<file path="config.mk">
export PLATFORM = sky130hd
export DESIGN_NAME = pipe_stage_skid_flat
export DESIGN_NICKNAME = d
export VERILOG_FILES = /design/src/rtl/pipe_pkg.sv /design/src/rtl/pipe_stage_skid_if.sv /design/src/rtl/pipe_entry.sv /design/src/rtl/pipe_stage_skid.sv /design/src/flat_wrapper.sv
export SDC_FILE = /design/constraint.sdc
export NUM_CORES = 1
export LEC_CHECK = 0
export ABC_AREA = 1
export CORE_ASPECT_RATIO = 2
export CORE_MARGIN = 5
export CORE_UTILIZATION = 56
export DETAILED_ROUTE_END_ITERATION = 12
export PLACE_DENSITY = 0.95
export SYNTH_ARGS = -nofsm -noshare
export SYNTH_HDL_FRONTEND = slang
export SYNTH_SLANG_ARGS = --single-unit
</file>
<file path="constraint.sdc">
create_clock -name clk -period 16.3 [get_ports clk]
set_input_delay 4.89 -clock clk [delete_from_list [all_inputs] [get_ports clk]]
set_output_delay 4.89 -clock clk [all_outputs]
set_load 0.01 [all_outputs]
</file>
<file path="src/rtl/pipe_pkg.sv">
// Shared pipeline-register definitions: control bundle layout, per-boundary data widths,
// and the occupancy encoding used by the skid stage.
package pipe_pkg;

    localparam int EX_W        = 5;
    localparam int MEM_W       = 2;
    localparam int WB_W        = 2;
    localparam int PIPE_CTRL_W = EX_W + MEM_W + WB_W;

    localparam int EX_LSB  = 0;
    localparam int MEM_LSB = EX_W;
    localparam int WB_LSB  = EX_W + MEM_W;

    localparam int IF_ID_DATA_W  = 64;
    localparam int ID_EX_DATA_W  = 111;
    localparam int EX_MEM_DATA_W = 69;
    localparam int MEM_WB_DATA_W = 69;

    localparam logic [PIPE_CTRL_W-1:0] NOP_CTRL = '0;

    typedef enum logic [1:0] {
        OCC_EMPTY = 2'b00,
        OCC_MAIN  = 2'b10,
        OCC_FULL  = 2'b11
    } occ_e;

    function automatic logic [1:0] occ_count(input logic main_v, input logic skid_v);
        return {1'b0, main_v} + {1'b0, skid_v};
    endfunction

endpackage

</file>
<file path="src/rtl/pipe_stage_skid_if.sv">
// Valid/ready handshake carrying one control bundle and one data bundle.
interface pipe_stage_skid_if #(
    parameter int CTRL_W = 9,
    parameter int DATA_W = 111
);
    logic              valid;
    logic              ready;
    logic [CTRL_W-1:0] ctrl;
    logic [DATA_W-1:0] data;

    modport master (output valid, output ctrl, output data, input  ready);
    modport slave  (input  valid, input  ctrl, input  data, output ready);
endinterface

</file>
<file path="src/rtl/pipe_entry.sv">
// One storage slot of the skid stage: valid bit, control register and data register
// with load, synchronous clear and asynchronous reset.
module pipe_entry #(
    parameter int CTRL_W     = 9,
    parameter int DATA_W     = 111,
    parameter bit CLEAR_DATA = 1'b1
) (
    input  logic              clk,
    input  logic              rst,
    input  logic              clear,
    input  logic              load,
    input  logic              valid_in,
    input  logic [CTRL_W-1:0] ctrl_in,
    input  logic [DATA_W-1:0] data_in,
    output logic              valid_q,
    output logic [CTRL_W-1:0] ctrl_q,
    output logic [DATA_W-1:0] data_q
);

  logic              valid_d;
  logic [CTRL_W-1:0] ctrl_d;
  logic [DATA_W-1:0] data_d;

  // clear wins over load so a flushed cycle can never capture the incoming entry
  always_comb begin
    valid_d = valid_in;
    ctrl_d  = ctrl_q;
    data_d  = data_q;
    if (clear) begin
      valid_d = 1'b0;
      ctrl_d  = '0;
      data_d  = CLEAR_DATA ? '0 : data_q;
    end else if (load) begin
      ctrl_d = ctrl_in;
      data_d = data_in;
    end else begin
      ctrl_d = ctrl_q;
      data_d = data_q;
    end
  end

  always_ff @(posedge clk or posedge rst) begin
    if (rst) begin
      valid_q <= 1'b0;
      ctrl_q  <= '0;
    end else begin
      valid_q <= valid_d;
      ctrl_q  <= ctrl_d;
    end
  end

  generate
    if (CLEAR_DATA) begin : g_data_rst
      always_ff @(posedge clk or posedge rst) begin
        if (rst) data_q <= '0;
        else     data_q <= data_d;
      end
    end else begin : g_data_keep
      // no reset on the wide data path; the gated ctrl makes stale data harmless
      always_ff @(posedge clk) begin
        data_q <= data_d;
      end
    end
  endgenerate

endmodule

</file>
<file path="src/rtl/pipe_stage_skid.sv">
// Pipeline stage register with valid/ready flow control, flush-to-bubble and a
// 2-entry skid buffer so in_ready comes straight from a flop.
module pipe_stage_skid
  import pipe_pkg::*;
#(
    parameter int CTRL_W     = PIPE_CTRL_W,
    parameter int DATA_W     = ID_EX_DATA_W,
    parameter bit CLEAR_DATA = 1'b1
) (
    input  logic                clk,
    input  logic                rst,
    input  logic                flush,
    pipe_stage_skid_if.slave    up,
    pipe_stage_skid_if.master   dn,
    output logic [1:0]          occupancy
);

  logic              main_valid_q, skid_valid_q;
  logic [CTRL_W-1:0] main_ctrl_q,  skid_ctrl_q;
  logic [DATA_W-1:0] main_data_q,  skid_data_q;

  logic              main_valid_d, skid_valid_d;
  logic              main_load,    skid_load, main_from_skid;
  logic              accept,       pop;
  logic [CTRL_W-1:0] main_ctrl_in;
  logic [DATA_W-1:0] main_data_in;
  occ_e              occ_state;

  // transfer decisions from the current occupancy, accept and pop
  always_comb begin
    accept         = up.valid & ~skid_valid_q;
    pop            = main_valid_q & dn.ready;
    occ_state      = occ_e'({main_valid_q, skid_valid_q});
    main_valid_d   = main_valid_q;
    skid_valid_d   = skid_valid_q;
    main_load      = 1'b0;
    skid_load      = 1'b0;
    main_from_skid = 1'b0;
    case (occ_state)
      OCC_EMPTY: begin
        main_load    = accept;
        main_valid_d = accept;
      end
      OCC_MAIN: begin
        if (pop) begin
          main_load    = accept;
          main_valid_d = accept;
        end else begin
          skid_load    = accept;
          skid_valid_d = accept;
        end
      end
      OCC_FULL: begin
        if (pop) begin
          main_load      = 1'b1;
          main_from_skid = 1'b1;
          skid_valid_d   = 1'b0;
        end else begin
          main_load = 1'b0;
        end
      end
      default: begin
        main_valid_d = 1'b0;
        skid_valid_d = 1'b0;
      end
    endcase
    main_ctrl_in = main_from_skid ? skid_ctrl_q : up.ctrl;
    main_data_in = main_from_skid ? skid_data_q : up.data;
  end

  pipe_entry #(.CTRL_W(CTRL_W), .DATA_W(DATA_W), .CLEAR_DATA(CLEAR_DATA)) u_main (
      .clk      (clk),
      .rst      (rst),
      .clear    (flush),
      .load     (main_load),
      .valid_in (main_valid_d),
      .ctrl_in  (main_ctrl_in),
      .data_in  (main_data_in),
      .valid_q  (main_valid_q),
      .ctrl_q   (main_ctrl_q),
      .data_q   (main_data_q)
  );

  pipe_entry #(.CTRL_W(CTRL_W), .DATA_W(DATA_W), .CLEAR_DATA(CLEAR_DATA)) u_skid (
      .clk      (clk),
      .rst      (rst),
      .clear    (flush),
      .load     (skid_load),
      .valid_in (skid_valid_d),
      .ctrl_in  (up.ctrl),
      .data_in  (up.data),
      .valid_q  (skid_valid_q),
      .ctrl_q   (skid_ctrl_q),
      .data_q   (skid_data_q)
  );

  // a bubble presents NOP control so no later stage writes state
  assign up.ready  = ~skid_valid_q;
  assign dn.valid  = main_valid_q;
  assign dn.ctrl   = main_valid_q ? main_ctrl_q : CTRL_W'(NOP_CTRL);
  assign dn.data   = main_data_q;
  assign occupancy = occ_count(main_valid_q, skid_valid_q);

endmodule

</file>
<file path="src/flat_wrapper.sv">
// flat-port wrapper written by rule: the top's interface ports become plain ports
module pipe_stage_skid_flat import pipe_pkg::*;
#(
    parameter int CTRL_W     = PIPE_CTRL_W,
    parameter int DATA_W     = ID_EX_DATA_W,
    parameter bit CLEAR_DATA = 1'b1
)
  (clk, rst, flush, occupancy, up_valid, up_ctrl, up_data, up_ready, dn_valid, dn_ctrl, dn_data, dn_ready);
  pipe_stage_skid_if #(.CTRL_W(CTRL_W), .DATA_W(DATA_W)) up_i ();
  pipe_stage_skid_if #(.CTRL_W(CTRL_W), .DATA_W(DATA_W)) dn_i ();
  input  logic clk;
  input  logic rst;
  input  logic flush;
  output logic [1:0] occupancy;
  input wire logic [$bits(up_i.valid)-1:0] up_valid;
  input wire logic [$bits(up_i.ctrl)-1:0] up_ctrl;
  input wire logic [$bits(up_i.data)-1:0] up_data;
  output wire logic [$bits(up_i.ready)-1:0] up_ready;
  output wire logic [$bits(dn_i.valid)-1:0] dn_valid;
  output wire logic [$bits(dn_i.ctrl)-1:0] dn_ctrl;
  output wire logic [$bits(dn_i.data)-1:0] dn_data;
  input wire logic [$bits(dn_i.ready)-1:0] dn_ready;
  assign up_i.valid = up_valid;
  assign up_i.ctrl = up_ctrl;
  assign up_i.data = up_data;
  assign up_ready = up_i.ready;
  assign dn_valid = dn_i.valid;
  assign dn_ctrl = dn_i.ctrl;
  assign dn_data = dn_i.data;
  assign dn_i.ready = dn_ready;
  pipe_stage_skid #(.CTRL_W(CTRL_W), .DATA_W(DATA_W), .CLEAR_DATA(CLEAR_DATA)) u_core (.clk(clk), .rst(rst), .flush(flush), .up(up_i), .dn(dn_i), .occupancy(occupancy));
endmodule
</file>
==> impl_metrics.toml <==
[outcome]
status = "completed"

[worst_setup_path]
slowest_delay_ns = 0.66
arrival_ns = 2.59
reg2reg_slack_ns = 12.15
cp_cell_sequence = "buf_4, inv_1, ha_1, clkdlybuf4s50_1"
cp_max_fo = 76
crit_path_top_delay_cell = "buf_4"
crit_type = "reg -> out"
start_kind = "flop"
cp.required_ns = 11.41
end_kind = "output pin"

[power_and_ir_drop]
ir_drop_v = 0.0001055
pwr-share-comb_pct = 18.8
p_leak_nw = 7.830
p_clk_share_pct = 36.3
p_total_mw = 1.498
internal_power_mw = 1.076
switching_share_pct = 28.19
p_switching_mw = 0.4223
seqPwrFrac_pct = 44.9
power_density_nw_per_um2 = 98.95

[drt]
detail_route.wl_per_cell_um = 18.57
firstDrtPassIters = 9
viasPerCell = 5.950
detail-route-antenna-nets = 0
vias = 11960
drc_errors = 0
first_iter_violations = 1279
wl_mm = 37.33

[sta]
setup_ws_ns = 8.818
fin_crit_ns = 7.482
slew_headroom_pct = 10.27
period_share_pct = 45.90
rsz0062_at_grt = "no"
worst_pin_slew_ns = 1.346
finalSetupViolCount = 0
hold_viol_final = 0
hold_slack_ns = 0.4993
setup-tns-final_ns = 0
clock_skew_ns = 0.01288
fmax_ghz = 0.1337
drv_slew = 0

[die]
dieArea_um2 = 24720
num_io_pins = 249
rows = 76
start_util_pct = 56.29
die_height_um = 217.4
fp.dieW_um = 113.7
core_area_um2 = 21400

[synth]
yosysUniqueCellTypes = 20
yosysSeqAreaShare_pct = 50.29
synth_nets = 1702
synth_area_um2 = 12040
yosys_warnings = 0
synth_area_per_cell_um2 = 7.656
syn_inst = 1573
ys_seq_elements = 242

[finish]
final_nets = 1850
fillers = 1558
drive_gt1_share_pct = 3.516
area_delta_synth_final_pct = 25.75
layout_common_cells = "nand2_1 (432), clkdlybuf4s50_1 (246), nand3_1 (243), dfrtp_1 (241), inv_1 (194)"
fin_area_um2 = 15140
layout_commonest_cell = "nand2_1"

[global_route]
grt_use_total_pct = 29.89
grt_start_max_net_pins = 128
first_global_vias = 11840
grt_busiest_layer = "met2"
antenna_found_initial = 2
met2_usage_pct = 50.06
met3_usage_pct = 4.563
grt.overflow.total = 0
use_met1_pct = 35.33
grt_pass1_wl_mm = 59.76

[clock_tree]
cts_setup_buffers = 0
clk_pin_slew_ns = 0.07
cts_root_buf = "clkbuf_16"
hold_buffers = 0
cts_tree = "done"
cts_resized = 0
h-tree-depth = 1
insertion_delay_ns = 0.52
clock_path_buffers = 3
clock_sinks = 242
cts_made_buffers = 22

[placed_design]
pre_cts_ws_ns = 8.426
place.gp.congestion = 0.8934
dpl_cell_area_um2 = 14400
dp_hpwl_mm = 22.67
port_buffers = 248

[job]
maxCapViolCount = 0

[min_path]
hp-class = "reg -> reg"
## metal layers
metal | part of all wire [%] | vias up
met4 | 6.5 | 0
met5 | 0 | -
met2 | 51 | 749
li1 | - | 5395
met3 | 8.1 | 174
met1 | 34 | 5641
## cells by family after synthesis
group	count (synthesis)	synth area share, %
buffers and inverters	337	11.30
flip-flops	242	50.29
AND/OR/NAND/NOR	864	32.11
adder cells (fa/ha/maj)	4	0.4156
AO/OA/AOI/OAI	126	5.881
## stage by stage
| stage | cells | utilization, % |
|---|---|---|
| finish | 2010 | 70.78 |
| global route | 2010 | 70.78 |
| CTS | 2008 | 70.75 |
| detailed placement | 1970 | 67.31 |
| global placement | 1970 | 67.31 |
| floorplan | 1573 | - |
## area by class of cell
class / count / area (µm²) / area share [%]
Clock buffer: 32 / 629.4 / 4.156
Clock inverter: 6 / 107.6 / 0.7106
Timing Repair Buffer: 262 / 2577 / 17.02
Sequential cell: 242 / 6057 / 40.00
Multi-Input combinational cell: 994 / 4663 / 30.79
Tap cell: 273 / 341.6 / 2.256
Inverter: 199 / 762.0 / 5.032
Antenna cell: 2 / 5.005 / 0.03305
## sequential cells by signal (all words and copies together), names as in the netlist
signal and cells:
u_core.u_main.data_q 111, u_core.u_skid.data_q 111, u_core.u_main.ctrl_q 9, u_core.u_skid.ctrl_q 9, u_core.u_main.valid_q 1, u_core.u_skid.valid_q 1
## cells in the mapped netlist
cell type	instances	area, µm²
o21ai_1	2	10.01
nand2_1	434	1629
buf_1	6	22.52
o22ai_1	60	375.4
o21ai_0	60	300.3
nand3_2	1	10.01
buf_4	4	30.03
buf_2	65	325.3
inv_1	196	735.7
dfrtp_1	242	6056
nor2_1	62	232.7
nand2_4	1	11.26
nand2_2	1	6.260
nand3_1	244	1221
clkbuf_1	63	236.5
nand4_1	121	757.0
a21oi_1	3	15.01
inv_2	3	11.26
ha_1	4	50.05
o21a_1	1	7.510
## path summary, 6_finish.rpt
| kind | from | endpoint | cells past startpoint |
|---|---|---|---|
| setup / recovery | u_core.u_main.valid_q | occupancy[0] | 4 |
| hold / removal | u_core.u_main.data_q[84] | u_core.u_main.data_q[84] | 2 |
| setup reg to reg | u_core.u_main.valid_q | u_core.u_main.data_q[61] | 10 |
| hold reg to reg | u_core.u_main.data_q[84] | u_core.u_main.data_q[84] | 2 |
| max in group asynchronous | rst | u_core.u_skid.data_q[38] | 3 |
| min in group asynchronous | rst | u_core.u_main.data_q[45] | 2 |
## critical path: cells and delay by family, from the launching register on
family	cells	cell delay, ns
buffers and inverters	3	1.37
DFF	1	0.34
adders and majority gates	1	0.34
## power by group through the flow
stage               Clock (mW)  Combinational, mW  Sequential, mW
finish                   0.544              0.282           0.673
detailed placement           0              0.279           0.682
CTS                      0.548              0.281           0.671
floorplan                    0              0.139           0.690
global placement             0              0.271           0.680
global route             0.570              0.307           0.677
No activity file was read; power rests on OpenSTA's default activity.
